`src/rtl/mem_lsu.sv`:
```
// Load/store unit in front of a single-port synchronous data RAM.
// Turns byte-addressed RV32I loads/stores into word accesses, with read-modify-write for sub-word stores.
module mem_lsu #(
   parameter int RAM_ADDR_W = 10
) (
   input  logic                  CLK,
   input  logic                  RESET,
   input  logic                  req_valid,
   output logic                  req_ready,
   input  logic                  req_we,
   input  logic [2:0]            req_funct3,
   input  logic [31:0]           req_addr,
   input  logic [31:0]           req_wdata,
   output logic                  resp_valid,
   output logic [31:0]           resp_rdata,
   output logic                  resp_err,
   output logic [RAM_ADDR_W-1:0] ram_address,
   output logic [31:0]           ram_data,
   output logic                  ram_wren,
   input  logic [31:0]           ram_salida
);

   typedef enum logic [2:0] {IDLE, ACCESS, WAIT, WRITE, RESP} state_t;

   state_t      state_reg;
   logic [1:0]  lane_reg;
   logic [2:0]  funct3_reg;
   logic        we_reg;
   logic [15:0] wdata_reg;

   logic        req_err;
   logic [7:0]  byte_lane [4];
   logic [15:0] half_lane [2];
   logic [7:0]  sel_byte;
   logic [15:0] sel_half;
   logic [31:0] load_data;
   logic [31:0] merged_b;
   logic [31:0] merged_h;

   assign req_ready = (state_reg == IDLE);

   always_comb begin
      req_err = 1'b0;
      case (req_funct3)
         3'b000, 3'b100: req_err = 1'b0;
         3'b001, 3'b101: req_err = req_addr[0];
         3'b010:         req_err = |req_addr[1:0];
         default:        req_err = 1'b1;
      endcase
      // BU/HU have no store counterpart
      if (req_we && req_funct3[2])
         req_err = 1'b1;
      if (|req_addr[31:RAM_ADDR_W+2])
         req_err = 1'b1;
   end

   genvar gi;
   generate
      for (gi = 0; gi < 4; gi++) begin : g_byte
         assign byte_lane[gi] = ram_salida[8*gi +: 8];
         assign merged_b[8*gi +: 8] = (lane_reg == 2'(gi)) ? wdata_reg[7:0] : ram_salida[8*gi +: 8];
      end
      for (gi = 0; gi < 2; gi++) begin : g_half
         assign half_lane[gi] = ram_salida[16*gi +: 16];
         assign merged_h[16*gi +: 16] = (lane_reg[1] == 1'(gi)) ? wdata_reg : ram_salida[16*gi +: 16];
      end
   endgenerate

   assign sel_byte = byte_lane[lane_reg];
   assign sel_half = half_lane[lane_reg[1]];

   always_comb begin
      load_data = ram_salida;
      case (funct3_reg)
         3'b000:  load_data = {{24{sel_byte[7]}}, sel_byte};
         3'b001:  load_data = {{16{sel_half[15]}}, sel_half};
         3'b100:  load_data = {24'd0, sel_byte};
         3'b101:  load_data = {16'd0, sel_half};
         default: load_data = ram_salida;
      endcase
   end

   always_ff @(posedge CLK or posedge RESET) begin
      if (RESET) begin
         state_reg   <= IDLE;
         lane_reg    <= 2'd0;
         funct3_reg  <= 3'd0;
         we_reg      <= 1'b0;
         wdata_reg   <= 16'd0;
         ram_address <= '0;
         ram_data    <= 32'd0;
         ram_wren    <= 1'b0;
         resp_valid  <= 1'b0;
         resp_rdata  <= 32'd0;
         resp_err    <= 1'b0;
      end else begin
         case (state_reg)
            IDLE: begin
               if (req_valid) begin
                  lane_reg   <= req_addr[1:0];
                  funct3_reg <= req_funct3;
                  we_reg     <= req_we;
                  wdata_reg  <= req_wdata[15:0];
                  if (req_err) begin
                     resp_err   <= 1'b1;
                     resp_valid <= 1'b1;
                     state_reg  <= RESP;
                  end else begin
                     resp_err    <= 1'b0;
                     ram_address <= req_addr[RAM_ADDR_W+1:2];
                     // Full words skip the read and write straight away
                     if (req_we && req_funct3 == 3'b010) begin
                        ram_data <= req_wdata;
                        ram_wren <= 1'b1;
                     end
                     state_reg <= ACCESS;
                  end
               end
            end
            ACCESS: begin
               ram_wren <= 1'b0;
               if (we_reg && funct3_reg == 3'b010) begin
                  resp_valid <= 1'b1;
                  state_reg  <= RESP;
               end else begin
                  state_reg <= WAIT;
               end
            end
            WAIT: begin
               if (we_reg) begin
                  ram_data  <= (funct3_reg[1:0] == 2'b00) ? merged_b : merged_h;
                  ram_wren  <= 1'b1;
                  state_reg <= WRITE;
               end else begin
                  resp_rdata <= load_data;
                  resp_valid <= 1'b1;
                  state_reg  <= RESP;
               end
            end
            WRITE: begin
               ram_wren   <= 1'b0;
               resp_valid <= 1'b1;
               state_reg  <= RESP;
            end
            RESP: begin
               resp_valid <= 1'b0;
               state_reg  <= IDLE;
            end
            default: state_reg <= IDLE;
         endcase
      end
   end

endmodule

```
`config.mk`:
```
export PLATFORM = sky130hd
export DESIGN_NAME = mem_lsu
export DESIGN_NICKNAME = d
export VERILOG_FILES = /design/src/rtl/mem_lsu.sv
export SDC_FILE = /design/constraint.sdc
export NUM_CORES = 1
export LEC_CHECK = 0
export BUFFER_PORTS_ARGS = -buffer_cell sky130_fd_sc_hd__buf_2
export CAP_MARGIN = 20
export CORE_ASPECT_RATIO = 2
export CORE_UTILIZATION = 51
export CTS_CLUSTER_DIAMETER = 120
export DETAILED_ROUTE_END_ITERATION = 8
export GPL_ROUTABILITY_DRIVEN = 0
export PLACE_DENSITY_LB_ADDON = 0.05
export SLEW_MARGIN = 20
export SYNTH_ARGS = -nofsm -noshare
export SYNTH_HDL_FRONTEND = slang
export SYNTH_SLANG_ARGS = --single-unit
```
`constraint.sdc`:
```
create_clock -name CLK -period 3.9 [get_ports CLK]
set_input_delay 0.585 -clock CLK [delete_from_list [all_inputs] [get_ports CLK]]
set_output_delay 0.585 -clock CLK [all_outputs]
set_load 0.02 [all_outputs]
```
==> metrics.md, run 1 <==
| Metric | Value |
|---|---|
| Seq/Total Area, Yosys | 48.07% |
| Library cells used by synthesis | 44 |
| Worst Path Class, Setup | reg -> reg |
| GRT Total Usage | 28.94% |
| Post-CTS Setup Bufs | 0 |
| Max Buffers Root-to-Sink | 2 |
| Routed Antenna Nets | 0 |
| Relative slew slack | 54.43% |
| Most frequent cells in the layout | buf_2 (180), dfrtp_1 (102), a21oi_1 (56), nor2_1 (56), nand2_1 (55) |
| Pre-Repair DR Iteration Count | 4 |
| Num CTS Buffers | 9 |
| Fin nets | 778 |
| Die width | 74.15 um |
| Wire per inst | 18.63 um |
| Crit path from | funct3_reg[0] |
| Die area | 0.01085 mm2 |
| Worst stage delay on the critical path | 670 ps |
| Ports | 181 |
| First-pass GRT wire length | 23.47 mm |
| Fin. Hold Viols | 0 |
| FF-to-FF setup slack | 1260 ps |
| Syn nets | 616 |
| Sw frac | 29.72% |
| Syn avg cell area | 10.35 um2 |
| Clock Sinks | 102 |
| WP buf/inv | 0 |
| Drt total wl | 15.18 mm |
| PD cells | 383.9 mW/mm2 |
| Synth warn | 0 |
| Via Count | 4647 |
| FMAX | 378.1 MHz |
| Top_reg_cell synth | dfrtp_1 |
| Pre-CTS setup slack | 1124 ps |
| Clock Power Share | 34.8% |
| Vias in the first global route | 4646 |
| CTS tree | yes |
| Final core occ | 64.56% |
| RR Endpoint | ram_data[17] |
| Max-Cap Viols | 0 |
| Part of the power in combinational logic | 19.1% |
| Core area | 0.01015 mm2 |
| FF-to-FF path depth | 5 |
| Period utilization | 67.82% |
| Clk slew on worst S/H paths | 70 ps |
| Max Transition Viols Final | 0 |
| Worst vdd ir | 0.2609 mV |
| CP cell instances | nor3b_2, nand2b_1, mux2i_1, a21oi_1, mux2_4 |
| Setup violations, final | 0 |
| Largest net degree at the start of global routing | 49 |
| Crit. End Element | register |
| Share of cells above drive strength 1 | 42.06% |
| Starting Density | 52.32% |
| Clock Skew | 13.61 ps |
| Root Buffer Master | clkbuf_16 |
| Synthesized area | 0.005310 mm2 |
| Leak | 3.390 nW |
| Post-CTS sizing | 0 |
| Async SR Flop Fraction | 100.0% |
| ANT cells | 0 |
| P_int | 1.768 mW |
| Data required time of the worst path | 4130 ps |
| Via density per instance | 5.702 |
| Setup TNS | 0 ps |
| Remaining DRCs | 0 |
| Crit path max-delay family | simple AND/OR/NAND/NOR gates |
| Core Rows | 52 |
| Status | completed |
| Hold_buf cts | 0 |
| H-tree Lvls | 3 |
| Syn Inst Count | 513 |
| Worst Path Arrival | 2880 ps |
| Setup ws final | 1255 ps |
| Flops & latches, synth | 102 |
| Placed insts | 799 |
| Detailed placement HPWL | 11.94 mm |
| Most common cell after layout, fill and taps aside | buf_2 |
| Area Growth Syn to Fin | 23.40% |
| Crit path max-delay cell type | nor3b_2 |
| Unrepaired setup endpoints after global routing | false |
| FF-to-FF Start | funct3_reg[0] |
| CP Launch Type | register |
| Seq pwr share | 46.1% |
| P_sw | 0.7477 mW |
| Worst-Skew Late Latency | 350 ps |
| Initial antenna violation count | 0 |
| Die Ht | 146.3 um |
| Tmin final | 2645 ps |
| Remaining global-route overflow | 0 |
| EDFF count, synth | 0 |
| IO buf count | 180 |
| CP Max Fanout | 17 |
| 1st-iter DRT viols | 293 |
| Worst Tran Pin Value | 680.6 ps |
| Critical Path Stages | 5 |
| Layout Cells excl Fill | 815 |
| Hold Crit Class | in -> async |
==> routing by layer <==
metal | part of all wire (%) | vias up | global-route usage [%] | wire [um]
li1 | - | 2151 | - | -
met2 | 54 | 194 | 50.36 | 8224
met1 | 36 | 2261 | 32.16 | 5453
met4 | 4.9 | 0 | 16.35 | 748
met5 | 0 | - | 0 | 0
met3 | 5.0 | 41 | 4.555 | 757
==> synthesized netlist by cell type, types with 2 or more instances <==
| cell | n | area share [%] |
|---|---|---|
| buf_4 | 2 | 0.28 |
| nor2_2 | 2 | 0.24 |
| dfrtp_1 | 102 | 48 |
| o21ai_1 | 2 | 0.19 |
| nor2b_1 | 2 | 0.24 |
| o22ai_1 | 7 | 0.82 |
| a22oi_1 | 10 | 1.4 |
| mux2i_1 | 16 | 3.0 |
| a22o_1 | 2 | 0.33 |
| buf_6 | 3 | 0.64 |
| nor3_1 | 10 | 0.94 |
| inv_1 | 5 | 0.35 |
| a2bb2oi_1 | 14 | 2.3 |
| and2_1 | 2 | 0.24 |
| mux2_2 | 41 | 8.7 |
| clkbuf_1 | 19 | 1.3 |
| nor2_1 | 56 | 4.0 |
| nand2_1 | 55 | 3.9 |
| buf_1 | 2 | 0.14 |
| buf_2 | 11 | 1.0 |
| mux2_4 | 29 | 8.2 |
| a31oi_1 | 9 | 1.1 |
| nor4_1 | 5 | 0.59 |
| nand2b_1 | 4 | 0.47 |
| nand3_1 | 2 | 0.19 |
| a21oi_1 | 56 | 5.3 |
| o21ai_0 | 28 | 2.6 |
==> kinds of logic after synthesis <==
family | Yosys count | synth area share (%)
buffers and inverters | 42 | 3.794
multiplexers | 87 | 20.33
flip-flops | 102 | 48.07
AND/OR/NAND/NOR | 145 | 12.06
AO/OA/AOI/OAI | 137 | 15.74
==> power groups by stage <==
stage | combinational, mW | sequential [mW] | clock (mW)
floorplan | 0.319 | 1.16 | 0
global placement | 0.469 | 1.18 | 0
detailed placement | 0.477 | 1.18 | 0
CTS | 0.480 | 1.16 | 0.889
global route | 0.522 | 1.17 | 0.931
finish | 0.480 | 1.16 | 0.875
==> stage by stage <==
step	instance area (um2)	total power [mW]	hold slack, ps
after floorplan	5310	1.478	481.1
after global placement	6261	1.646	461.8
after detailed placement	6261	1.656	470.1
after CTS	6551	2.527	316.4
after global routing	6553	2.618	350.8
final	6553	2.516	291.1
==> layout make-up <==
class | instances | area [um2]
fillers | 892 | 3597
multi-input cells | 369 | 2559
flip-flops and latches | 102 | 2552
repair buffers | 188 | 960.9
clock buffers | 10 | 239.0
well taps | 135 | 168.9
clock inverters | 6 | 51.30
inverters | 5 | 21.27
==> worst max path at each step <==
stage / endpoint
after global routing: ram_data[17]
after floorplan: funct3_reg[0]
after CTS: ram_data[23]
after detailed placement: ram_data[20]
final: ram_data[17]
after global placement: ram_data[21]
No activity file was read; power rests on OpenSTA's default activity.
==> run 2, diff against run 1 <==
clock period = 2.45 ns   (was 3.9 ns; I/O delays follow)
==> metrics.md, run 2 (synthesis results as in run 1) <==
| Metric | Value |
|---|---|
| CP Max Fanout | 16 |
| Drt total wl | 15.07 mm |
| IO buf count | 180 |
| Die Ht | 146.3 um |
| Share of cells above drive strength 1 | 42.44% |
| GRT Total Usage | 28.82% |
| Initial antenna violation count | 0 |
| Pre-Repair DR Iteration Count | 4 |
| Data required time of the worst path | 2640 ps |
| PD cells | 603.8 mW/mm2 |
| Most frequent cells in the layout | buf_2 (180), dfrtp_1 (102), a21oi_1 (56), nor2_1 (56), nand2_1 (55) |
| Routed Antenna Nets | 0 |
| Core area | 0.01015 mm2 |
| 1st-iter DRT viols | 317 |
| Via density per instance | 5.616 |
| Non-Filler Cell Area, Final | 0.006633 mm2 |
| Worst Path Arrival | 2250 ps |
| Root Buffer Master | clkbuf_16 |
| FILL cells | 871 |
| CTS tree | yes |
| Remaining global-route overflow | 0 |
| Final core occ | 65.35% |
| Area Growth Syn to Fin | 24.91% |
| FMAX | 484.1 MHz |
| FF-to-FF setup slack | 380 ps |
| Hold Crit Class | in -> async |
| Largest net degree at the start of global routing | 103 |
| Tmin final | 2066 ps |
| Most common cell after layout, fill and taps aside | buf_2 |
| Relative slew slack | 55.67% |
| Post-CTS Setup Bufs | 0 |
| FF-to-FF path depth | 5 |
| Die area | 0.01085 mm2 |
| Dpl cell area | 0.006347 mm2 |
| ANT cells | 0 |
| Unrepaired setup endpoints after global routing | false |
| H-tree Lvls | 3 |
| Worst-Skew Late Latency | 350 ps |
| Worst vdd ir | 0.4258 mV |
| Via Count | 4622 |
| Clock Sinks | 102 |
| Hold_buf cts | 0 |
| Max Transition Viols Final | 0 |
| Clock Skew | 10.05 ps |
| Wire per inst | 18.31 um |
| RR Endpoint | resp_rdata[23] |
| FF-to-FF Start | lane_reg[1] |
| First-pass GRT wire length | 23.47 mm |
| Num CTS Buffers | 9 |
| Core Rows | 52 |
| Clk slew on worst S/H paths | 70 ps |
| Post-CTS sizing | 0 |
| Remaining DRCs | 0 |
| Worst Path Class, Setup | reg -> reg |
| Max Buffers Root-to-Sink | 2 |
| Fin. Hold Viols | 0 |
| Setup TNS | 0 ps |
| Die width | 74.15 um |
| Crit. End Element | register |
| Ports | 181 |
| Period utilization | 84.32% |
| Worst Tran Pin Value | 664.3 ps |
| Fin nets | 786 |
| Max-Cap Viols | 0 |
| Setup violations, final | 0 |
| Vias in the first global route | 4667 |
| CP Launch Type | register |
| Detailed placement HPWL | 11.68 mm |
| Starting Density | 52.32% |
| Leak | 3.428 nW |
| Status | completed |
run 2: per-layer routing:
layer / global-route usage (%) / wire [um]
met2: 49.27 / 7931
met5: 0 / 0
met1: 32.80 / 5561
met3: 4.555 / 796
met4: 16.44 / 776
run 2: final cells by class:
| class | instances | area, um2 | share of cell area, % |
|---|---|---|---|
| Clock buffer | 11 | 242.7 | 3.660 |
| Inverter | 5 | 22.52 | 0.3396 |
| Sequential cell | 102 | 2552 | 38.48 |
| Multi-Input combinational cell | 369 | 2557 | 38.56 |
| Timing Repair Buffer | 196 | 1046 | 15.77 |
| Tap cell | 135 | 168.9 | 2.547 |
| Clock inverter | 5 | 42.54 | 0.6414 |
run 2: report_power, final:
part	total (mW)	switching, mW	internal (mW)
logic	0.788	0.444	0.344
clock network	1.37	0.644	0.729
registers	1.84	0.0908	1.75
run 2: worst max-delay path, stage by stage (launching register included):
cell and delay (ps):
dfrtp_1 650, mux4_2 400, nand2b_1 100, a211oi_1 80
nor2_2 520, a21oi_1 160
run 2: worst max path at each step:
stage | start | to | slack (ps) | depth (start not counted)
final | lane_reg[1] | resp_rdata[23] | 380 | 5
after global placement | req_addr[13] | ram_data[21] | 460 | 7
after global routing | lane_reg[0] | resp_rdata[19] | 290 | 5
after detailed placement | req_addr[12] | ram_data[26] | 390 | 7
after CTS | lane_reg[1] | resp_rdata[23] | 390 | 5
after floorplan | state_reg[2] | ram_address[0] | 490 | 5
run 2: per-stage QoR:
stage	hold WS [ps]	power (mW)	cells	worst slack [ps]
2_1_floorplan	481.1	2.354	513	491.2
3_3_place_gp	462.6	2.640	807	456.0
3_5_place_dp	469.1	2.653	807	390.2
4_1_cts	199.6	4.017	823	392.6
5_1_grt	216.8	4.178	823	290.6
6_report	169.4	4.005	823	384.1
==> run 3, diff against run 2 <==
clock period = 1.95 ns   (was 2.45 ns; I/O delays follow)
==> metrics.md, run 3 (synthesis results as in run 1) <==
| Metric | Value |
|---|---|
| Placed insts | 825 |
| Clk slew on worst S/H paths | 80 ps |
| FF-to-FF Start | funct3_reg[0] |
| Worst vdd ir | 0.6578 mV |
| Post-CTS Setup Bufs | 0 |
| Via Count | 4699 |
| Drt total wl | 15.69 mm |
| CP Max Fanout | 5 |
| Die Ht | 146.3 um |
| CP Launch Type | register |
| Max Transition Viols Final | 0 |
| Tmin final | 1864 ps |
| Clock Sinks | 102 |
| Worst Path Class, Setup | reg -> reg |
| Hold_buf cts | 0 |
| Die width | 74.15 um |
| Die area | 0.01085 mm2 |
| Status | complete, but fails checks |
| FILL cells | 837 |
| Via density per instance | 5.587 |
| Setup violations, final | 0 |
| CTS tree | yes |
| Clock Skew | 10.16 ps |
| Most frequent cells in the layout | buf_2 (180), dfrtp_1 (102), a21oi_1 (56), nor2_1 (56), nand2_1 (55) |
| Area Growth Syn to Fin | 29.15% |
| Period utilization | 95.60% |
| Core Rows | 52 |
| FF-to-FF path depth | 6 |
| Worst-Skew Late Latency | 350 ps |
| Most common cell after layout, fill and taps aside | buf_2 |
| Failing checks | hold timing |
| Starting Density | 52.32% |
| RR Endpoint | ram_data[19] |
| Setup ws final | 85.75 ps |
| Worst Path Arrival | 2100 ps |
| Data required time of the worst path | 2190 ps |
| Ports | 181 |
| Initial antenna violation count | 0 |
| Layout Cells excl Fill | 841 |
| Root Buffer Master | clkbuf_16 |
| Remaining global-route overflow | 0 |
| Crit. End Element | register |
| Final core occ | 67.57% |
| Largest net degree at the start of global routing | 49 |
| 1st-iter DRT viols | 339 |
| Pre-Repair DR Iteration Count | 5 |
| Relative slew slack | 61.60% |
| Worst Tran Pin Value | 572.2 ps |
| Fin nets | 804 |
| Num CTS Buffers | 9 |
| GRT Total Usage | 29.78% |
| Vias in the first global route | 4719 |
| Hold_ws | -15.80 ps |
| Share of cells above drive strength 1 | 44.62% |
| PD cells | 755.3 mW/mm2 |
| FMAX | 536.4 MHz |
| Core area | 0.01015 mm2 |
| Remaining DRCs | 0 |
| Routed Antenna Nets | 0 |
| Pre-CTS setup slack | 11.21 ps |
| Leak | 3.537 nW |
| Detailed placement HPWL | 12.45 mm |
| Max Buffers Root-to-Sink | 2 |
| H-tree Lvls | 3 |
| ANT cells | 0 |
| Fin. Hold Viols | 19 |
| Wire per inst | 18.65 um |
| First-pass GRT wire length | 24.05 mm |
| IO buf count | 180 |
| FF-to-FF setup slack | 90 ps |
| Max-Cap Viols | 0 |
| Hold Crit Class | in -> async |
## run 3: cell count changes in the layout (fill, tap and decap cells not counted), moves of 2 or more
| cell | previous run | this run |
|---|---|---|
| mux2i_1 | 16 | 14 |
| buf_12 | 2 | 6 |
| buf_4 | 14 | 28 |
| mux2i_2 | 0 | 2 |
## run 3: metrics by stage
| stage | total power, mW | hold WS (ps) | cell area (um2) | TNS (ps) |
|---|---|---|---|---|
| finish | 5.179 | -15.80 | 6858 | 0 |
| global route | 5.388 | 28.16 | 6858 | -15.19 |
| CTS | 5.166 | 2.130 | 6829 | 0 |
| detailed placement | 3.422 | 375.1 | 6539 | 0 |
| global placement | 3.398 | 366.6 | 6539 | 0 |
| floorplan | 2.959 | 409.3 | 5320 | 0 |
## run 3: per-layer routing
layer | GRT usage [%] | vias up | wire, um | share of wire (%)
met5 | 0 | - | 0 | 0
met4 | 17.69 | 0 | 914 | 5.8
met3 | 4.693 | 50 | 792 | 5.0
met2 | 51.95 | 208 | 8273 | 53
met1 | 32.53 | 2228 | 5705 | 36
li1 | - | 2213 | - | -
## run 3: worst max path at each step
stage	slack, ps	end	from	cells after the start
floorplan	80	ram_data[16]	funct3_reg[0]	7
global route	-9	ram_data[23]	funct3_reg[0]	6
global placement	80	ram_data[18]	req_addr[15]	7
detailed placement	10	ram_data[23]	req_funct3[2]	7
finish	90	ram_data[19]	funct3_reg[0]	6
CTS	60	ram_data[19]	funct3_reg[0]	6
## run 3: area by class of cell
type	count	area, um2	area share (%)
clock inverter	6	51.30	0.7480
clock buffer	10	239.0	3.485
sequential	102	2552	37.22
tap	135	168.9	2.463
inverter	5	22.52	0.3284
timing repair buffer	214	1231	17.95
multi-input combinational	369	2592	37.80
## run 3: critical path, cell delays in order (launching register included)
cell	delay (ps)
dfrtp_1	450
nor3b_4	280
nand2b_1	210
buf_4	180
mux2i_2	260
a21oi_1	100
mux2_4	270
## run 3: power breakdown
group | switching, mW | total [mW] | internal, mW
Sequential | 0.107 | 2.31 | 2.20
Clock | 0.838 | 1.76 | 0.924
Combinational | 0.601 | 1.11 | 0.508
## run 3: repair_timing
item,CTS,global route
endpoints found under the setup margin,0,7
hold endpoints to repair,0,0
gates resized for setup,0,6
